==> config.mk <==
export PLATFORM = sky130hd
export DESIGN_NAME = aline_echo_capture
export DESIGN_NICKNAME = d
export VERILOG_FILES = /design/src/rtl/aline_echo_capture.sv
export SDC_FILE = /design/constraint.sdc
export NUM_CORES = 2
export LEC_CHECK = 0
export CAP_MARGIN = 20
export CORE_ASPECT_RATIO = 0.8
export CORE_MARGIN = 2
export CORE_UTILIZATION = 38
export DETAILED_ROUTE_END_ITERATION = 10
export SYNTH_ARGS = -nofsm -noshare
export SYNTH_HDL_FRONTEND = slang
export SYNTH_SLANG_ARGS = --single-unit
==> constraint.sdc <==
create_clock -name clk -period 8 [get_ports clk]
set_clock_uncertainty 0.15 [all_clocks]
set_input_delay 1.6 -clock clk [delete_from_list [all_inputs] [get_ports clk]]
set_output_delay 1.6 -clock clk [all_outputs]
set_load 0.01 [all_outputs]
==> src/rtl/aline_echo_capture.sv <==
// Echo capture buffer for one A-line, then framed UART readout.
// Ports: afe_switch/adc_* capture in, tx_* UART out, mem_clear/overrun status.
module aline_echo_capture #(
  parameter int          ADC_WIDTH    = 10,
  parameter int          NUM_SAMPLES  = 256,
  parameter int          ADDR_WIDTH   = 8,
  parameter logic [7:0]  FRAME_HEADER = 8'hA5
) (
  input  logic                 clk,
  input  logic                 rst,
  input  logic                 afe_switch,
  input  logic [3:0]           current_aline,
  input  logic [ADC_WIDTH-1:0] adc_data,
  input  logic                 adc_valid,
  input  logic                 tx_ready,
  output logic [7:0]           tx_data,
  output logic                 tx_start,
  output logic                 mem_clear,
  output logic                 capture_in_progress,
  output logic                 overrun
);

  localparam int CW = ADDR_WIDTH + 1;
  localparam logic [CW-1:0] FULL = CW'(NUM_SAMPLES);

  typedef enum logic [3:0] {
    IDLE, CAPTURE, HEADER, ALINE, CNT_HI,
    CNT_LO, S_HI, S_LO, WAIT_BUSY, DONE
  } state_t;

  state_t state, state_n;
  state_t ret, ret_n;

  logic                  afe_d;
  logic                  rise, fall;
  logic [3:0]            aline_q, aline_n;
  logic [ADDR_WIDTH-1:0] wr_ptr, wr_n;
  logic [ADDR_WIDTH-1:0] rd_ptr, rd_n;
  logic [CW-1:0]         sample_count, cnt_n;
  logic [7:0]            tx_data_n;
  logic                  tx_start_n;
  logic                  mem_clear_n;
  logic                  overrun_n;
  logic                  we;
  logic                  last;
  logic [7:0]            byte_sel;
  logic [15:0]           cnt16, smp16;

  logic [ADC_WIDTH-1:0]  mem [NUM_SAMPLES];
  logic [ADC_WIDTH-1:0]  ram_q;

  // Tracks the pin even in reset so reset release never fakes a rise.
  always_ff @(posedge clk) afe_d <= afe_switch;

  assign rise = afe_switch & ~afe_d;
  assign fall = ~afe_switch & afe_d;
  assign capture_in_progress = (state == CAPTURE);

  // Read port runs every cycle; rd_ptr settles long before S_HI needs it.
  always_ff @(posedge clk) begin
    if (we) mem[wr_ptr] <= adc_data;
    ram_q <= mem[rd_ptr];
  end

  assign cnt16 = 16'(sample_count);
  assign smp16 = 16'(ram_q);
  assign last  = ({1'b0, rd_ptr} + 1'b1) == sample_count;

  always_comb begin
    byte_sel = 8'h00;
    unique case (state)
      HEADER:  byte_sel = FRAME_HEADER;
      ALINE:   byte_sel = {4'b0, aline_q};
      CNT_HI:  byte_sel = cnt16[15:8];
      CNT_LO:  byte_sel = cnt16[7:0];
      S_HI:    byte_sel = smp16[15:8];
      S_LO:    byte_sel = smp16[7:0];
      default: byte_sel = 8'h00;
    endcase
  end

  always_comb begin
    state_n     = state;
    ret_n       = ret;
    aline_n     = aline_q;
    wr_n        = wr_ptr;
    rd_n        = rd_ptr;
    cnt_n       = sample_count;
    tx_data_n   = tx_data;
    tx_start_n  = 1'b0;
    mem_clear_n = mem_clear;
    overrun_n   = rise && (state != IDLE);
    we          = 1'b0;
    unique case (state)
      IDLE: begin
        if (rise) begin
          aline_n     = current_aline;
          wr_n        = '0;
          rd_n        = '0;
          cnt_n       = '0;
          mem_clear_n = 1'b0;
          state_n     = CAPTURE;
        end
      end
      CAPTURE: begin
        if (adc_valid && sample_count != FULL) begin
          we    = 1'b1;
          wr_n  = wr_ptr + 1'b1;
          cnt_n = sample_count + 1'b1;
        end
        if (fall || cnt_n == FULL) state_n = HEADER;
      end
      HEADER, ALINE, CNT_HI, CNT_LO, S_HI, S_LO: begin
        if (tx_ready) begin
          tx_start_n = 1'b1;
          tx_data_n  = byte_sel;
          state_n    = WAIT_BUSY;
          unique case (state)
            HEADER: ret_n = ALINE;
            ALINE:  ret_n = CNT_HI;
            CNT_HI: ret_n = CNT_LO;
            CNT_LO: ret_n = (sample_count == '0) ? DONE : S_HI;
            S_HI:   ret_n = S_LO;
            default: begin
              ret_n = last ? DONE : S_HI;
              rd_n  = rd_ptr + 1'b1;
            end
          endcase
        end
      end
      WAIT_BUSY: begin
        if (!tx_ready) state_n = ret;
      end
      DONE: begin
        mem_clear_n = 1'b1;
        state_n     = IDLE;
      end
      default: state_n = IDLE;
    endcase
  end

  always_ff @(posedge clk) begin
    if (rst) begin
      state        <= IDLE;
      ret          <= IDLE;
      aline_q      <= '0;
      wr_ptr       <= '0;
      rd_ptr       <= '0;
      sample_count <= '0;
      tx_data      <= '0;
      tx_start     <= 1'b0;
      mem_clear    <= 1'b1;
      overrun      <= 1'b0;
    end else begin
      state        <= state_n;
      ret          <= ret_n;
      aline_q      <= aline_n;
      wr_ptr       <= wr_n;
      rd_ptr       <= rd_n;
      sample_count <= cnt_n;
      tx_data      <= tx_data_n;
      tx_start     <= tx_start_n;
      mem_clear    <= mem_clear_n;
      overrun      <= overrun_n;
    end
  end

endmodule

==> run_results.csv <==
group,metric,value,unit
run_status,status,"complete, no violations",
logic_synthesis,synth-edff-count,2560,
critical_path,worst_ep_arrival_time,5.53,ns
route,routed_wirelength,299300,um
clock_network,worstSkewPairLatency,0.92,ns
grt,track_usage,21.48,%
floorplanning,start_util,38.32,%
timing,drv_slew,0,
flow_run,cap_violations,0,
timing,finalSetupTns,0,ns
pwr,peakVddDrop,0.1782,mV
pwr,p_sw,5.634,mW
timing,fin_hold_ws,0.2941,ns
route,vias_per_cell,5.947,
timing,fmax,193.2,MHz
clock_network,ctsHtreeMaxLevel,4,
final_layout,nets,5126,
floorplanning,die-width,586.2,um
route,first_pass_iters,7,
floorplanning,die_area,0.2753,mm2
critical_path,start_kind,"input port",
logic_synthesis,synthesis.area,0.1030,mm2
final_layout,final_cell_mix,"2560 x edfxtp_1, 528 x mux4_2, 365 x nor2_1, 315 x mux2i_1, 247 x clkbuf_16",
clock_network,postCtsSetupBuffers,0,
critical_path,critPathRequiredTime,8.35,ns
logic_synthesis,ys.flop_type,"edfxtp_1",
clock_network,cts_inserted_buffers,240,
final_layout,area_delta_synth_final,11.57,%
final_layout,layout_commonest_cell,"edfxtp_1",
logic_synthesis,ys_ff_latch,2619,
pwr,p_leak,34.00,nW
clock_network,cts_hold_buf,0,
timing,worst_pin_slew,1.210,ns
pwr,clock_power_share,43.3,%
critical_path,r2r_cells,9,
clock_network,cts_resized,0,
critical_path,r2r_setup_slack,3.05,ns
placement,hpwlAfterDp,180900,um
grt,grt_pass1_wl,417000,um
critical_path,endpoint_kind,"flop",
critical_path,path_class,"in2reg",
timing,hold_viol_final,0,
clock_network,clock_path_buffers,4,
grt,globalRoute.totalOverflow,0,
floorplanning,rows,170,
final_layout,design_area,0.1149,mm2
logic_synthesis,postSynthCellCount,5026,
logic_synthesis,avgSynthCellArea,20.50,um2
clock_network,cts.root.buffer_cell,"clkbuf_16",
timing,period_needed,5.175,ns
placement,place_area,0.1068,mm2
timing,slew_headroom,19.34,%
timing,finalCritPeriodShare,64.69,%
pwr,intPower,22.11,mW
clock_network,cts.clk_slew.worst_paths,0.07,ns
critical_path,r2r-start,"state[0]",
route,avgRoutedWirePerCell,33.58,um
grt,grt_max_degree,140,
pwr,p_sw_share,20.31,%
logic_synthesis,syn_nets,5052,
logic_synthesis,seq_area_frac_synth,75.76,%
logic_synthesis,synthArstFlopShare,0,%
logic_synthesis,yosys_warnings,0,
placement,port_buffers,30,
grt,antenna_found_initial,16,
critical_path,crit_fanout,10,
route,num_vias,53002,
pwr,power_frac_seq,54.5,%
floorplanning,coreArea,0.2689,mm2
route,detail-route-antenna-nets,0,
final_layout,drive_gt1_share,20.37,%
min_path,hold_path_end,"mem_clear",
pwr,pwr-share-comb,2.2,%
min_path,hp-start,"mem_clear",
clock_network,cts_tree,"yes",
placement,gp_congestion,0.8998,
floorplanning,io_pins,31,
timing,setup_viol,0,
min_path,hold_depth,2,
pwr,powerDensity,241.3,mW/mm2
floorplanning,die_y,469.7,um
logic_synthesis,synth.distinct_cells,78,
grt,grt_pass1_vias,50633,
route,initialDrtViolationCount,8940,
final_layout,fillers,23026,
critical_path,r2r-end,"mem[218][0]",
clock_network,cts_sinks,2619,
min_path,hp-class,"reg2reg",
route,drc_errors,0,
timing,rsz0062_at_grt,"no",
==> metrics by stage <==
stage	std cells	setup slack, ns	util (%)	power [mW]
3_5_place_dp	8467	1.954	39.73	16.03
2_1_floorplan	5026	4.033	-	15.57
5_1_grt	8910	2.728	42.75	28.41
4_1_cts	8907	2.892	42.74	27.85
3_3_place_gp	8465	1.973	39.72	16.02
6_report	8912	2.825	42.75	27.74
==> how the worst max path moves through the flow <==
stage               startpoint           to  slack [ns]
global placement     adc_valid  mem[154][4]        1.97
floorplan            adc_valid  mem[103][0]        4.03
global route         adc_valid  mem[154][8]        2.73
finish               adc_valid  mem[218][0]        2.82
detailed placement   adc_valid  mem[154][7]        1.95
CTS                  adc_valid  mem[154][2]        2.89
==> worst max-delay path, stage by stage <==
cell             delay, ns
clkdlybuf4s50_1       0.56
inv_1                 0.07
a41oi_1               0.43
nand2_1               0.22
nor3b_1               0.75
nand2_2               0.66
buf_4                 0.49
nor2_1                0.71
==> logic make-up (layout without fill, tap and decap cells) <==
kind of cell             Yosys count  after routing  synth area share (%)
flip-flops                      2619           2619                 75.76
multiplexers                     899            899                 15.67
AND/OR/NAND/NOR                  691            691                 2.865
AO/OA/AOI/OAI                    462            462                 3.173
buffers and inverters            328            600                 2.277
XOR/XNOR                          20             20                0.1700
adder cells (fa/ha/maj)            7              7               0.08501
other                              0              2                     0
==> sequential cells by signal (all words and copies together) (netlist names) <==
signal        flops
aline_q           4
wr_ptr            8
state             4
mem_clear         1
mem            2560
sample_count      9
tx_start          1
overrun           1
ram_q            10
rd_ptr            8
ret               4
tx_data           8
afe_d             1
==> routing by layer <==
metal	track usage [%]	part of all wire [%]	vias up
met4	5.671	2.7	6
li1	-	-	20931
met1	33.24	43	28089
met3	6.483	13	417
met2	29.16	41	3559
met5	0	0.014	-
==> power by group through the flow <==
stage / sequential, mW / clock (mW) / combinational [mW]
6_report: 15.1 / 12.0 / 0.613
5_1_grt: 15.1 / 12.6 / 0.647
4_1_cts: 15.1 / 12.1 / 0.611
3_5_place_dp: 15.4 / 0 / 0.613
3_3_place_gp: 15.4 / 0 / 0.609
2_1_floorplan: 15.4 / 0 / 0.183
==> cells in the mapped netlist, types with 8 or more instances <==
cell type | instances | share of area (%)
a21oi_1 | 90 | 0.44
clkbuf_1 | 91 | 0.33
buf_8 | 31 | 0.45
buf_6 | 41 | 0.45
a221oi_1 | 48 | 0.41
nor3_1 | 37 | 0.18
nor2b_1 | 22 | 0.13
mux4_2 | 528 | 12
o21ai_0 | 64 | 0.31
mux2i_1 | 315 | 3.1
and3_1 | 9 | 0.055
nor2_1 | 367 | 1.3
mux2_2 | 25 | 0.27
xnor2_1 | 14 | 0.12
a221o_1 | 34 | 0.33
o22ai_1 | 30 | 0.18
a31oi_1 | 26 | 0.16
nand2b_1 | 11 | 0.067
or3_1 | 14 | 0.085
buf_12 | 12 | 0.23
nand3_1 | 35 | 0.17
inv_1 | 14 | 0.051
dfxtp_1 | 59 | 1.1
a211oi_1 | 27 | 0.20
edfxtp_1 | 2560 | 75
nand4_1 | 10 | 0.061
buf_2 | 83 | 0.40
a22oi_1 | 46 | 0.34
mux4_1 | 31 | 0.79
a22o_1 | 12 | 0.10
buf_1 | 14 | 0.051
nand2_1 | 155 | 0.56
a311oi_1 | 10 | 0.085
o221ai_1 | 12 | 0.10
o211ai_1 | 16 | 0.12
buf_4 | 35 | 0.26
nor4_1 | 8 | 0.049
==> cell type report <==
| cell class | count | area (um2) | share of cell area (%) |
|---|---|---|---|
| clock inverter | 153 | 1747 | 1.520 |
| timing repair buffer | 145 | 1480 | 1.288 |
| sequential | 2619 | 78070 | 67.92 |
| antenna | 2 | 5.005 | 0.004354 |
| clock buffer | 287 | 6351 | 5.525 |
| inverter | 15 | 66.31 | 0.05769 |
| multi-input combinational | 2079 | 22710 | 19.75 |
| tap | 3612 | 4519 | 3.932 |
No activity file was read; power rests on OpenSTA's default activity.
